## src/rtl/ula_pkg.sv

```systemverilog
// rtl/ula_pkg.sv - shared types and constants for the sliced 74181-compatible ALU
package ula_pkg;

    localparam int SLICE_W = 4;

    typedef enum logic [1:0] {
        IDLE = 2'd0,
        RUN  = 2'd1,
        DONE = 2'd2
    } ula_state_t;

    // A few well-known select codes (arithmetic ones assume m=0, logic ones m=1)
    localparam logic [3:0] OP_ADD    = 4'b1001;
    localparam logic [3:0] OP_SUB_M1 = 4'b0110;
    localparam logic [3:0] OP_A      = 4'b1111;
    localparam logic [3:0] OP_XNOR   = 4'b1001;
    localparam logic [3:0] OP_ZERO   = 4'b0011;
    localparam logic [3:0] OP_ONES   = 4'b1100;

endpackage

```

## src/rtl/ula_slice_4b.sv

```systemverilog
// rtl/ula_slice_4b.sv - one combinational 4-bit 74181-style slice
module ula_slice_4b
    import ula_pkg::*;
(
    input  logic [SLICE_W-1:0] a,
    input  logic [SLICE_W-1:0] b,
    input  logic [3:0]         s,
    input  logic               m,
    input  logic               c_in,
    output logic [SLICE_W-1:0] f,
    output logic               c_out,
    output logic               c_msb
);

    logic [SLICE_W-1:0] x;
    logic [SLICE_W-1:0] y;
    logic [SLICE_W:0]   sum;
    logic [SLICE_W-1:0] low;

    assign x = a | (b & {SLICE_W{s[0]}}) | (~b & {SLICE_W{s[1]}});
    assign y = (a & b & {SLICE_W{s[3]}}) | (a & ~b & {SLICE_W{s[2]}});

    assign sum = {1'b0, x} + {1'b0, y} + {{SLICE_W{1'b0}}, c_in};
    // Sum of the three low bits only; its top bit is the carry into bit 3
    assign low = {1'b0, x[SLICE_W-2:0]} + {1'b0, y[SLICE_W-2:0]} + {{(SLICE_W-1){1'b0}}, c_in};

    always_comb begin
        f     = sum[SLICE_W-1:0];
        c_out = sum[SLICE_W];
        c_msb = low[SLICE_W-1];
        if (m) begin
            f     = ~(x ^ y);
            c_out = 1'b0;
            c_msb = 1'b0;
        end
    end

endmodule

```

## src/rtl/ula_serial_74181.sv

```systemverilog
// rtl/ula_serial_74181.sv - multi-cycle 74181-compatible ALU, SLICES_PER_CYCLE slices per step
module ula_serial_74181
    import ula_pkg::*;
#(
    parameter int SLICES           = 4,
    parameter int SLICES_PER_CYCLE = 1
) (
    input  logic                      clk,
    input  logic                      rst_n,
    input  logic                      in_valid,
    output logic                      in_ready,
    input  logic [SLICE_W*SLICES-1:0] a,
    input  logic [SLICE_W*SLICES-1:0] b,
    input  logic [3:0]                s,
    input  logic                      m,
    input  logic                      c_in,
    output logic                      out_valid,
    input  logic                      out_ready,
    output logic [SLICE_W*SLICES-1:0] f,
    output logic                      c_out,
    output logic                      a_eq_b,
    output logic                      zero,
    output logic                      ovf,
    output logic                      busy
);

    localparam int WIDTH  = SLICE_W * SLICES;
    localparam int SPC    = SLICES_PER_CYCLE;
    localparam int GW     = SLICE_W * SPC;
    localparam int N      = SLICES / SPC;
    localparam int STEP_W = (N > 1) ? $clog2(N) : 1;

    if (SLICES % SLICES_PER_CYCLE != 0) begin : g_bad_cfg
        $error("SLICES_PER_CYCLE must divide SLICES");
    end

    ula_state_t         state_q, state_d;
    logic [STEP_W-1:0]  step_q, step_d;
    logic               carry_q, carry_d;
    logic [WIDTH-1:0]   a_q, a_d, b_q, b_d;
    logic [3:0]         s_q, s_d;
    logic               m_q, m_d;
    logic [WIDTH-1:0]   f_q, f_d;
    logic               c_out_q, c_out_d;
    logic               a_eq_b_q, a_eq_b_d;
    logic               zero_q, zero_d;
    logic               ovf_q, ovf_d;

    logic [GW-1:0]      grp_a, grp_b, grp_f;
    logic [SPC:0]       chain;
    logic [SPC-1:0]     cmsb;
    logic               c_into_msb;
    logic [WIDTH-1:0]   f_run;
    logic               last_step;

    assign grp_a = a_q[step_q*GW +: GW];
    assign grp_b = b_q[step_q*GW +: GW];
    assign chain[0] = carry_q;

    for (genvar g = 0; g < SPC; g++) begin : g_slice
        ula_slice_4b u_slice (
            .a     (grp_a[g*SLICE_W +: SLICE_W]),
            .b     (grp_b[g*SLICE_W +: SLICE_W]),
            .s     (s_q),
            .m     (m_q),
            .c_in  (chain[g]),
            .f     (grp_f[g*SLICE_W +: SLICE_W]),
            .c_out (chain[g+1]),
            .c_msb (cmsb[g])
        );
    end

    // Only the top slice of the group can hold the operand MSB on the last step
    assign c_into_msb = 1'(cmsb >> (SPC - 1));
    assign last_step  = (step_q == STEP_W'(N - 1));

    always_comb begin
        f_run = f_q;
        f_run[step_q*GW +: GW] = grp_f;
    end

    always_comb begin
        state_d  = state_q;
        step_d   = step_q;
        carry_d  = carry_q;
        a_d      = a_q;
        b_d      = b_q;
        s_d      = s_q;
        m_d      = m_q;
        f_d      = f_q;
        c_out_d  = c_out_q;
        a_eq_b_d = a_eq_b_q;
        zero_d   = zero_q;
        ovf_d    = ovf_q;
        case (state_q)
            IDLE: begin
                if (in_valid) begin
                    a_d     = a;
                    b_d     = b;
                    s_d     = s;
                    m_d     = m;
                    carry_d = m ? 1'b0 : c_in;
                    step_d  = '0;
                    state_d = RUN;
                end
            end
            RUN: begin
                f_d     = f_run;
                carry_d = m_q ? 1'b0 : chain[SPC];
                if (last_step) begin
                    c_out_d  = m_q ? 1'b0 : chain[SPC];
                    ovf_d    = m_q ? 1'b0 : (c_into_msb ^ chain[SPC]);
                    zero_d   = (f_run == '0);
                    a_eq_b_d = &f_run;
                    step_d   = '0;
                    state_d  = DONE;
                end else begin
                    step_d = step_q + STEP_W'(1);
                end
            end
            DONE: begin
                if (out_ready) begin
                    state_d = IDLE;
                end
            end
            default: state_d = IDLE;
        endcase
    end

    always_ff @(posedge clk or negedge rst_n) begin
        if (!rst_n) begin
            state_q  <= IDLE;
            step_q   <= '0;
            carry_q  <= 1'b0;
            a_q      <= '0;
            b_q      <= '0;
            s_q      <= '0;
            m_q      <= 1'b0;
            f_q      <= '0;
            c_out_q  <= 1'b0;
            a_eq_b_q <= 1'b0;
            zero_q   <= 1'b0;
            ovf_q    <= 1'b0;
        end else begin
            state_q  <= state_d;
            step_q   <= step_d;
            carry_q  <= carry_d;
            a_q      <= a_d;
            b_q      <= b_d;
            s_q      <= s_d;
            m_q      <= m_d;
            f_q      <= f_d;
            c_out_q  <= c_out_d;
            a_eq_b_q <= a_eq_b_d;
            zero_q   <= zero_d;
            ovf_q    <= ovf_d;
        end
    end

    assign in_ready  = (state_q == IDLE);
    assign out_valid = (state_q == DONE);
    assign busy      = (state_q != IDLE);
    assign f         = f_q;
    assign c_out     = c_out_q;
    assign a_eq_b    = a_eq_b_q;
    assign zero      = zero_q;
    assign ovf       = ovf_q;

endmodule

```

## config.mk

```make
export PLATFORM = sky130hd
export DESIGN_NAME = ula_serial_74181
export DESIGN_NICKNAME = d
export VERILOG_FILES = /design/src/rtl/ula_pkg.sv /design/src/rtl/ula_slice_4b.sv /design/src/rtl/ula_serial_74181.sv
export SDC_FILE = /design/constraint.sdc
export NUM_CORES = 1
export LEC_CHECK = 0
export BUFFER_PORTS_ARGS = -buffer_cell sky130_fd_sc_hd__buf_2
export CAP_MARGIN = 20
export CORE_MARGIN = 1.5
export CORE_UTILIZATION = 30
export CTS_CLUSTER_SIZE = 24
export DETAILED_ROUTE_END_ITERATION = 8
export PLACE_DENSITY = 0.59
export REMOVE_ABC_BUFFERS = 1
export SKIP_CTS_REPAIR_TIMING = 1
export SYNTH_ARGS = -nofsm -noshare
export SYNTH_HDL_FRONTEND = slang
export SYNTH_SLANG_ARGS = --single-unit
```

## constraint.sdc

```tcl
create_clock -name clk -period 5.6 [get_ports clk]
set_input_delay 0.28 -clock clk [delete_from_list [all_inputs] [get_ports clk]]
set_output_delay 0.28 -clock clk [all_outputs]
set_load 0.05 [all_outputs]
```

-- Yosys cells after proc, flatten, opt, wreduce, memory -nomap -nowiden
Cells that the tools add are included.
- flip-flop bits (word level): 62
- bits of input ports: 42
- output and inout bits: 23
- logic and storage cells: 66
- $add $sub $neg: 6
- equality and inequality tests: 6
- shift operators: 4
- muxes and demuxes: 16
- bitwise operators: 13
- reduce and logical (&&, ||, !) cells: 9
- operator list (operator ; number):
    negator 4 -> 34 bit ; 1
    variable shift 4 x 34 -> 16 bit (first input constant) ; 1
    indexed part select 4 x 34 -> 16 bit ; 1
    indexed part select 16 x 5 -> 4 bit ; 2
    bitwise AND 4 bit ; 6
    bitwise mux 16 bit ; 1
    logical NOT 16 bit ; 1
    AND reduction 16 bit ; 1
    OR 4 bit ; 3
    two-way mux 2 bit ; 5
    NOT 4 bit ; 2
    two-way mux 1 bit ; 6
    one-hot mux 2 bit (3 select lines) ; 1
    AND reduction 2 bit ; 3
    adder 4 x 4 -> 5 bit ; 1
    adder 5 x 1 -> 5 bit ; 1
    adder 3 x 3 -> 4 bit ; 1
    adder 4 x 1 -> 4 bit ; 1
    == test 2 bit (second input constant) ; 2
    two-way mux 4 bit ; 1
    inequality test 2 bit (second input constant) ; 2
    one-hot mux 2 bit (2 select lines) ; 1
    nonzero test 2 bit ; 2
    XOR 4 bit ; 1
    other kinds (7) ; 7

-- Logic depth before layout (Yosys ltp)
Gate-level depths: netlist (run 1).
- depth after elaboration: 11
- gate-level depth with buffers: 12
- depth with buffers taken out: 11

-- Modules after synthesis
A second synthesis (run 1) with hierarchy kept.
- cell total of the unflattened synthesis: 352
- area total of the unflattened synthesis: 3285.7 um^2
- by module, submodules not included (module ; times used ; cells each ; area each (um^2) ; seq. area each (um^2)):
    ula_serial_74181 ; 1 ; 312 ; 2962.8 ; 1551.5
    ula_slice_4b ; 1 ; 40 ; 322.8 ; 0.0

-- Least setup slack after synthesis (run 1)
OpenSTA, ideal clock, no wires.
- path type: register to register
- start: register step_q[0]
- end: register a_eq_b_q, in the netlist a_eq_b
- setup time: 95 ps
- arrival: 3166 ps
- data required time: 5505 ps
- slack: 2338 ps
- stages on the path, launching flop included: 11
- cells stage by stage: dfrtp_1 -> buf_2 -> mux4_2 -> mux2i_1 -> nor2b_1 -> ha_1 -> nor2b_1 -> o211ai_1 -> a32oi_1 -> or4_1 -> o31ai_1
- longest elaborated chain between the ends: 11
- elaborated cells on any way between the ends: 24
- ends and longest elaborated chain (what ; line ; source):
    from (decl) ; ula_serial_74181.sv:38 ; logic [STEP_W-1:0] step_q, step_d;
    from (signal assigned) ; ula_serial_74181.sv:146 ; step_q <= step_d;
    indexed part select 16 x 5 -> 4 bit ; ula_serial_74181.sv:57 ; assign grp_b = b_q[step_q*GW +: GW];
    NOT 4 bit ; ula_slice_4b.sv:20, ula_slice_4b.sv:21 ;
    bitwise AND 4 bit (2 in series) ; ula_slice_4b.sv:21 ; assign y = (a & b & {SLICE_W{s[3]}}) | (a & ~b & {SLICE_W{s[2]}});
    OR 4 bit ; ula_slice_4b.sv:21 ;
    adder 4 x 4 -> 5 bit / XOR 4 bit (equally long branches) ; ula_slice_4b.sv:23, ula_slice_4b.sv:32 ;
    adder 5 x 1 -> 5 bit / NOT 4 bit (equally long branches) ; ula_slice_4b.sv:23, ula_slice_4b.sv:32 ;
    two-way mux 4 bit ; ula_slice_4b.sv:31 ; if (m) begin
    indexed part select 4 x 34 -> 16 bit ; ula_serial_74181.sv:79 ; f_run[step_q*GW +: GW] = grp_f;
    bitwise mux 16 bit ; ula_serial_74181.sv:79 ;
    AND reduction 16 bit ; ula_serial_74181.sv:114 ; a_eq_b_d = &f_run;
    to (signal assigned) ; ula_serial_74181.sv:154 ; a_eq_b_q <= a_eq_b_d;
    to (decl) ; ula_serial_74181.sv:45 ; logic a_eq_b_q, a_eq_b_d;
Parallel ways exist; a longest one is shown, timed or not.
A chain may end at the register's enable or synchronous reset.

-- Worst setup path after layout (run 1)
Same ends and word-level chain as after synthesis.

==> implementation parameters, run 1 <==
Parameter                              Value

STA
  Worst relative slew slack    41.94%
  Final Hold Viols    0
  Upper clock frequency limit    between 0.2 and 0.3 GHz
  Max-slew violation count    0
  Share of the clock period used by the worst path    ~70%
  Skew final    between 0.015 and 0.02 ns
  Total setup violations reported at the end of the flow    0
  Setup Total Neg Slack    0 ns
  Minimum period implied by the final worst setup slack    ~3.8 ns
  Transition at the pin with the smallest max-transition slack    between 0.8 and 0.9 ns
  Unrepaired setup endpoints after global routing    false

Critical path
  Slowest cell delay on critical path    0.87 ns
  Maximum fanout count along the critical path    18
  Crit path DAT    roughly 4.1 ns
  CP required    roughly 5.9 ns
  Critical path endpoint category    flip-flop
  Worst-path cell with the longest stage delay    dfrtp_1
  Series of cell instances along the critical path    mux4_2 -> mux2i_1 -> nand2b_1 -> fa_1 -> fa_1 -> mux2i_1 -> nand2_1 -> o32ai_1 -> nand4_1 -> o31ai_1
  Startpoint of the worst-slack reg-to-reg timing path    step_q[0]$_DFFE_PN0P_
  CP bufs+invs    0
  Crit start category    flip-flop
  CP Class    reg -> reg
  Crit path max-delay family    multiplexers
  Launching instance or port of the critical path    step_q[0]$_DFFE_PN0P_

Synth
  Mean instance size in the synthesized netlist    ~9 um2
  Syn Inst Count    between 300 and 400
  Number of warnings printed during yosys synthesis    0
  Post-synthesis cell area    0.003252 mm2
  Share of Yosys cell area claimed by the top area cell type    roughly 48%
  Proportion of synthesized chip area in sequential cells    a little under half
  Synth area leaders    dfrtp_1 (48%), nand2_1 (17%), mux4_2 (5.5%)
  Number of unique standard cell types used by synthesis    38
  Cell type with the largest total area after synthesis    dfrtp_1
  Total of flip-flops plus latches after synthesis    62

Floorplan
  Placeable Area    roughly 0.010 mm2
  Initial Util    about 31%
  Die boundary width    around 110 um
  Vert. Die Dim    107.1 um
  Ports    65
  DIE AREA    roughly 0.011 mm2
  Core Rows    37

Clocking
  Clock slew seen by the registers of the worst setup and hold paths    roughly 0.08 ns
  Inserted Clock Buffers    9
  Clock insertion delay at the later pin of the skew report    0.35 ns
  Clock root buffer master    clkbuf_8
  Clock buffer depth    2
  TritonCTS clock tree    yes
  CTS H-Tree Depth    3
  Clock sink total    62

Run
  Count of max-cap constraint violations    0

Final layout
  Post-layout utilization of the core    ~38%
  Synthesis-to-finish area growth    20.55%
  Total inserted antenna cells    0
  Layout cell share with drive strength beyond 1    22.04%
  Final non-filler cell area    between 0.003 and 0.004 mm2
  Nets@finish    between 400 and 500

Detailed routing
  Wirelength, routed    approximately 8000 um
  Routed via count    2681
  Routed via count divided by cell count    between 4 and 5
  Antenna Nets Post-Route    0
  Detailed Routing Iterations Pass 1    4
  Routed wire per std cell    about 14 um
  Number of DRC markers in iteration 0    about 120
  DR DRC count    0

Placed design
  Count of input and output buffers    64
  Post-DP Area    0.003714 mm2
  Detailed Place HPWL    ~5500 um
  Final estimated routing congestion in global placement    approximately 0.9

Global routing
  Vias in the first global route    about 2700
  Largest net degree at the start of global routing    63
  Global-route usage over all layers    14.70%
  First-pass GRT wire length    13280 um
  Remaining global-route overflow    0
  Antenna violations before repair    0

Status
  Run status    completed

Power
  Static power due to leakage    about 2 nW
  Max VDD drop    around 0.00023 V
  Power Dens Cells    just under 700 mW/mm2

Worst hold path
  Class of the tightest hold or removal check    in -> async
[placed cells by master (no fill, tap or decap), types with 2 or more instances in the layout]
| cell | netlist | layout |
|---|---|---|
| a211o_1 | 2 | 2 |
| a21oi_1 | 3 | 3 |
| a32oi_1 | 4 | 4 |
| buf_2 | 2 | 64 |
| buf_4 | 0 | 3 |
| clkbuf_8 | 0 | 10 |
| clkinv_4 | 0 | 2 |
| dfrtp_1 | 62 | 62 |
| fa_1 | 2 | 2 |
| ha_1 | 10 | 10 |
| inv_1 | 15 | 15 |
| mux2i_1 | 8 | 8 |
| mux4_2 | 8 | 8 |
| nand2_1 | 147 | 147 |
| nand2b_1 | 10 | 10 |
| nand3_1 | 3 | 3 |
| nand4_1 | 3 | 3 |
| nand4b_1 | 2 | 2 |
| nand4bb_1 | 2 | 2 |
| nor2_1 | 10 | 10 |
| nor2b_1 | 8 | 8 |
| o211ai_1 | 2 | 2 |
| o21ai_0 | 23 | 23 |
| o22ai_1 | 4 | 4 |
| o2bb2ai_1 | 2 | 2 |
| o31ai_1 | 4 | 4 |
| xnor2_1 | 2 | 2 |
[final timing paths]
check	to	slack (ns)	cells past startpoint
setup / recovery	a_eq_b$_DFFE_PN0P_	1.77	10
hold / removal	f[5]$_DFFE_PN0P_	0.09	2
setup reg to reg	a_eq_b$_DFFE_PN0P_	1.77	10
hold reg to reg	a_q[15]$_DFFE_PN0P_	0.48	2
max in group asynchronous	a_q[2]$_DFFE_PN0P_	4.97	2
min in group clk	b_q[14]$_DFFE_PN0P_	0.11	3
[cells in the mapped netlist (all sizes together)]
cell type  instances
o21ai             23
nand2b            10
clkbuf            10
nor3b              1
nand4b             2
a32oi              4
o2bb2ai            2
o32ai              1
nor4               1
nand4bb            3
o22ai              4
a21oi              3
mux2               1
nor3               1
fa                 2
nand4              3
nor2              10
nand2            147
or2                1
o2111ai            1
nand3              3
mux4               8
and2               1
buf                3
nor2b              8
inv               15
xnor2              2
mux2i              8
or4                1
a211o              2
o31ai              4
o21a               1
o211ai             3
ha                10
dfrtp             62
[per-layer routing]
layer | vias to the layer above | share of wire [%] | GRT usage (%) | routed length, um
li1 | 1337 | - | - | -
met1 | 1248 | 48 | 20.09 | 3722
met2 | 90 | 45 | 22.88 | 3528
met3 | 6 | 6.0 | 3.891 | 467
met4 | 0 | 0.62 | 4.095 | 48
met5 | - | 0 | 0 | 0
[through the flow]
step	worst slack (ns)	total power, W	hold slack [ns]	cells
2_1_floorplan	2.189	0.001862	-0.01559	348
3_3_place_gp	1.917	0.002204	0.4557	551
3_5_place_dp	1.779	0.002234	0.4623	551
4_1_cts	1.755	0.002652	0.1018	567
5_1_grt	1.503	0.002867	0.1034	567
6_report	1.770	0.002638	0.09300	567
[final cells by class]
class,instances,area [um2]
Timing Repair Buffer,67,342.8
Fill cell,1063,6496
Clock buffer,10,137.6
Multi-Input combinational cell,271,1593
Sequential cell,62,1551
Clock inverter,6,68.82
Tap cell,136,170.2
Inverter,15,56.30
[kinds of logic (layout without fill, tap and decap cells)]
| kind of cell | count (synthesis) | count (layout) | synth area share, % |
|---|---|---|---|
| AND/OR/NAND/NOR | 192 | 192 | 25.55 |
| flip-flops | 62 | 62 | 47.71 |
| AO/OA/AOI/OAI | 48 | 48 | 9.465 |
| XOR/XNOR | 2 | 2 | 0.5388 |
| multiplexers | 17 | 17 | 8.349 |
| buffers and inverters | 28 | 98 | 3.309 |
| adder cells (fa/ha/maj) | 12 | 12 | 5.079 |
[registers in the layout, indices dropped and copies added, names as in the netlist]
register	flops
a_eq_b	1
a_q	16
b_q	16
c_out	1
carry_q	1
f	16
m_q	1
ovf	1
s_q	4
state_q	2
step_q	2
zero	1
[report_power, final]
group          switching (W)  total (W)  internal, W
logic               0.000896    0.00143     0.000532
registers           0.000169   0.000801     0.000632
clock network       0.000189   0.000409     0.000220
No activity file was read; power rests on OpenSTA's default activity.
==> run 2, diff against run 1 <==
Settings changed: PLACE_DENSITY 0.59 to 0.6.
Clock period 5.6 ns to 3.35 ns, I/O delays scaled along.
==> run 2 against run 1 <==
Clock power is 61% higher. Global-route usage is 0.16 points higher. Combinational power is 83% higher. Worst hold slack got worse by 0.077 ns. Critical path depth decreased by 1. Non-clock buffer count increased by 8. Sequential share of layout area is 1.0 points lower.
==> implementation parameters, run 2 (synthesized netlist as in run 1, its figures left out) <==
Parameter                              Value

Floorplan
  Placeable Area    0.01042 mm2 (unchanged)
  Die boundary width    107.1 um (unchanged)
  Core Rows    37 (unchanged)
  Ports    65 (unchanged)
  Initial Util    31.22% (unchanged)
  Vert. Die Dim    107.1 um (unchanged)
  DIE AREA    0.01147 mm2 (unchanged)

Worst hold path
  Min-delay src    a[13]
  Class of the tightest hold or removal check    in -> reg
  Hold Path End    a_q[13]$_DFFE_PN0P_
  Worst hold path stage count    3

STA
  Share of the clock period used by the worst path    95.48% (+27 points)
  Final Hold Viols    0 (unchanged)
  Unrepaired setup endpoints after global routing    false
  Total setup violations reported at the end of the flow    0 (unchanged)
  Worst relative slew slack    61.88% (+20 points)
  Minimum period implied by the final worst setup slack    3.198 ns (-0.6313 ns)
  Skew final    0.008217 ns (-0.009077 ns)
  Max-slew violation count    0 (unchanged)
  Final hold slack    0.01622 ns (-0.07678 ns)
  Transition at the pin with the smallest max-transition slack    0.5718 ns (-0.2973 ns)
  Upper clock frequency limit    0.3127 GHz (+20%)

Critical path
  Crit path DAT    3.45 ns (-0.63 ns)
  CP bufs+invs    1 (+1)
  Startpoint of the worst-slack reg-to-reg timing path    step_q[0]$_DFFE_PN0P_
  R2R setup slack    0.15 ns (-1.62 ns)
  CP required    3.60 ns (-2.25 ns)
  Worst reg2reg path depth    9 (-1)
  Crit start category    flip-flop
  Crit path max-delay family    compound AO/OA/AOI/OAI gates
  Reg-to-reg critical path endpoint    a_eq_b$_DFFE_PN0P_
  Slowest cell delay on critical path    0.55 ns (-0.32 ns)
  Series of cell instances along the critical path    buf_6 -> mux4_2 -> a211o_1 -> ha_4 -> nand2_1 -> o211ai_2 -> a32oi_2 -> or4_1 -> o31ai_1
  Critical path endpoint category    flip-flop
  Maximum fanout count along the critical path    6 (-12)
  Worst-path cell with the longest stage delay    mux4_2
  CP Class    reg -> reg

Final layout
  Highest-count cells in the layout ignoring fill and taps    nand2_1 (146), buf_2 (64), dfrtp_1 (61), o21ai_0 (23), inv_1 (15)
  Synthesis-to-finish area growth    23.89%
  Total inserted antenna cells    0 (unchanged)
  Layout cell share with drive strength beyond 1    24.60% (+2.6 points)
  Nets@finish    488 (+1.7%)
  Most common cell after layout, fill and taps aside    nand2_1
  Post-layout utilization of the core    38.68% (+1.0 points)

Power
  Power Dens Cells    1135 mW/mm2 (+69%)
  Sum of internal, switching and leakage power    0.004571 W (+73%)
  Static power due to leakage    2.010 nW (+1.9%)
  Max VDD drop    0.0004460 V (+93%)

Global routing
  Largest net degree at the start of global routing    42 (-33%)
  Vias in the first global route    2830 (+4.4%)
  Antenna violations before repair    0 (unchanged)
  First-pass GRT wire length    13250 um (-0.16%)
  Remaining global-route overflow    0 (unchanged)
  Global-route usage over all layers    14.86% (+0.16 points)

Clocking
  Clock root buffer master    clkbuf_8
  Inserted Clock Buffers    9 (unchanged)
  TritonCTS clock tree    yes
  Clock slew seen by the registers of the worst setup and hold paths    0.07 ns (about the same)
  Clock insertion delay at the later pin of the skew report    0.34 ns (about the same)
  Clock sink total    62 (unchanged)
  Clock buffer depth    2 (unchanged)
  CTS H-Tree Depth    3 (unchanged)

Placed design
  Count of input and output buffers    64 (unchanged)
  Final estimated routing congestion in global placement    0.8865 (about the same)
  Detailed Place HPWL    5755 um (+3.9%)

Detailed routing
  Number of DRC markers in iteration 0    77 (-33%)
  Antenna Nets Post-Route    0 (unchanged)
  Routed via count    2785 (+3.9%)
  Routed wire per std cell    13.77 um (+0.50%)
  Detailed Routing Iterations Pass 1    4 (unchanged)
  Routed via count divided by cell count    4.843 (+2.4%)
  Wirelength, routed    7916 um (+1.9%)
  DR DRC count    0 (unchanged)

Run
  Count of max-cap constraint violations    0 (unchanged)

Status
  Run status    completed
==> run 2: how the worst max path moves through the flow <==
stage / from / to / slack (ns) / depth (start not counted)
final: step_q[0]$_DFFE_PN0P_ / a_eq_b$_DFFE_PN0P_ / 0.15 / 9
after CTS: step_q[0]$_DFFE_PN0P_ / a_eq_b$_DFFE_PN0P_ / 0.05 / 9
after detailed placement: step_q[0]$_DFFE_PN0P_ / a_eq_b$_DFFE_PN0P_ / 0.09 / 9
after floorplan: step_q[0]$_DFFE_PN0P_ / a_eq_b$_DFFE_PN0P_ / -0.06 / 10
after global placement: step_q[0]$_DFFE_PN0P_ / a_eq_b$_DFFE_PN0P_ / 0.16 / 10
after global routing: step_q[0]$_DFFE_PN0P_ / a_eq_b$_DFFE_PN0P_ / 0.005 / 9
==> run 2: metal layers <==
metal  routed length [um]  global-route usage, %  share of wire (%)  vias up
met4                  166                  5.810                2.1        0
li1                     -                      -                  -     1352
met1                 3756                  18.77                 47     1317
met2                 3553                  23.52                 45       95
met5                    0                      0                  0        -
met3                  440                  4.802                5.6       21
==> run 2: tightest hold or removal path: cells and delay by family <==
kind / cells / cell delay, ns
buf+inv: 1 / 0.07
simple gates: 2 / 0.09
==> run 2: per-stage QoR <==
step | instances | setup TNS [ns] | worst slack [ns] | area (um2)
4_1_cts | 571 | 0 | 0.04550 | 3943
3_3_place_gp | 555 | 0 | 0.1554 | 3744
6_report | 575 | 0 | 0.1516 | 4029
3_5_place_dp | 555 | 0 | 0.08598 | 3744
2_1_floorplan | 348 | -0.06075 | -0.06075 | 3201
5_1_grt | 575 | 0 | 0.004658 | 4029
==> run 2: power breakdown <==
group          total, W  internal, W  switching, W
Sequential      0.00130      0.00106      0.000240
Combinational   0.00261     0.000992       0.00162
Clock          0.000657     0.000361      0.000296
Total           0.00457      0.00241       0.00216
==> run 2: final cells by class <==
cell class / instances / area [um2]
fillers: 1074 / 6387
multi-input cells: 271 / 1637
flip-flops and latches: 62 / 1553
repair buffers: 75 / 414.1
well taps: 136 / 170.2
clock buffers: 10 / 137.6
clock inverters: 6 / 61.31
inverters: 15 / 56.30
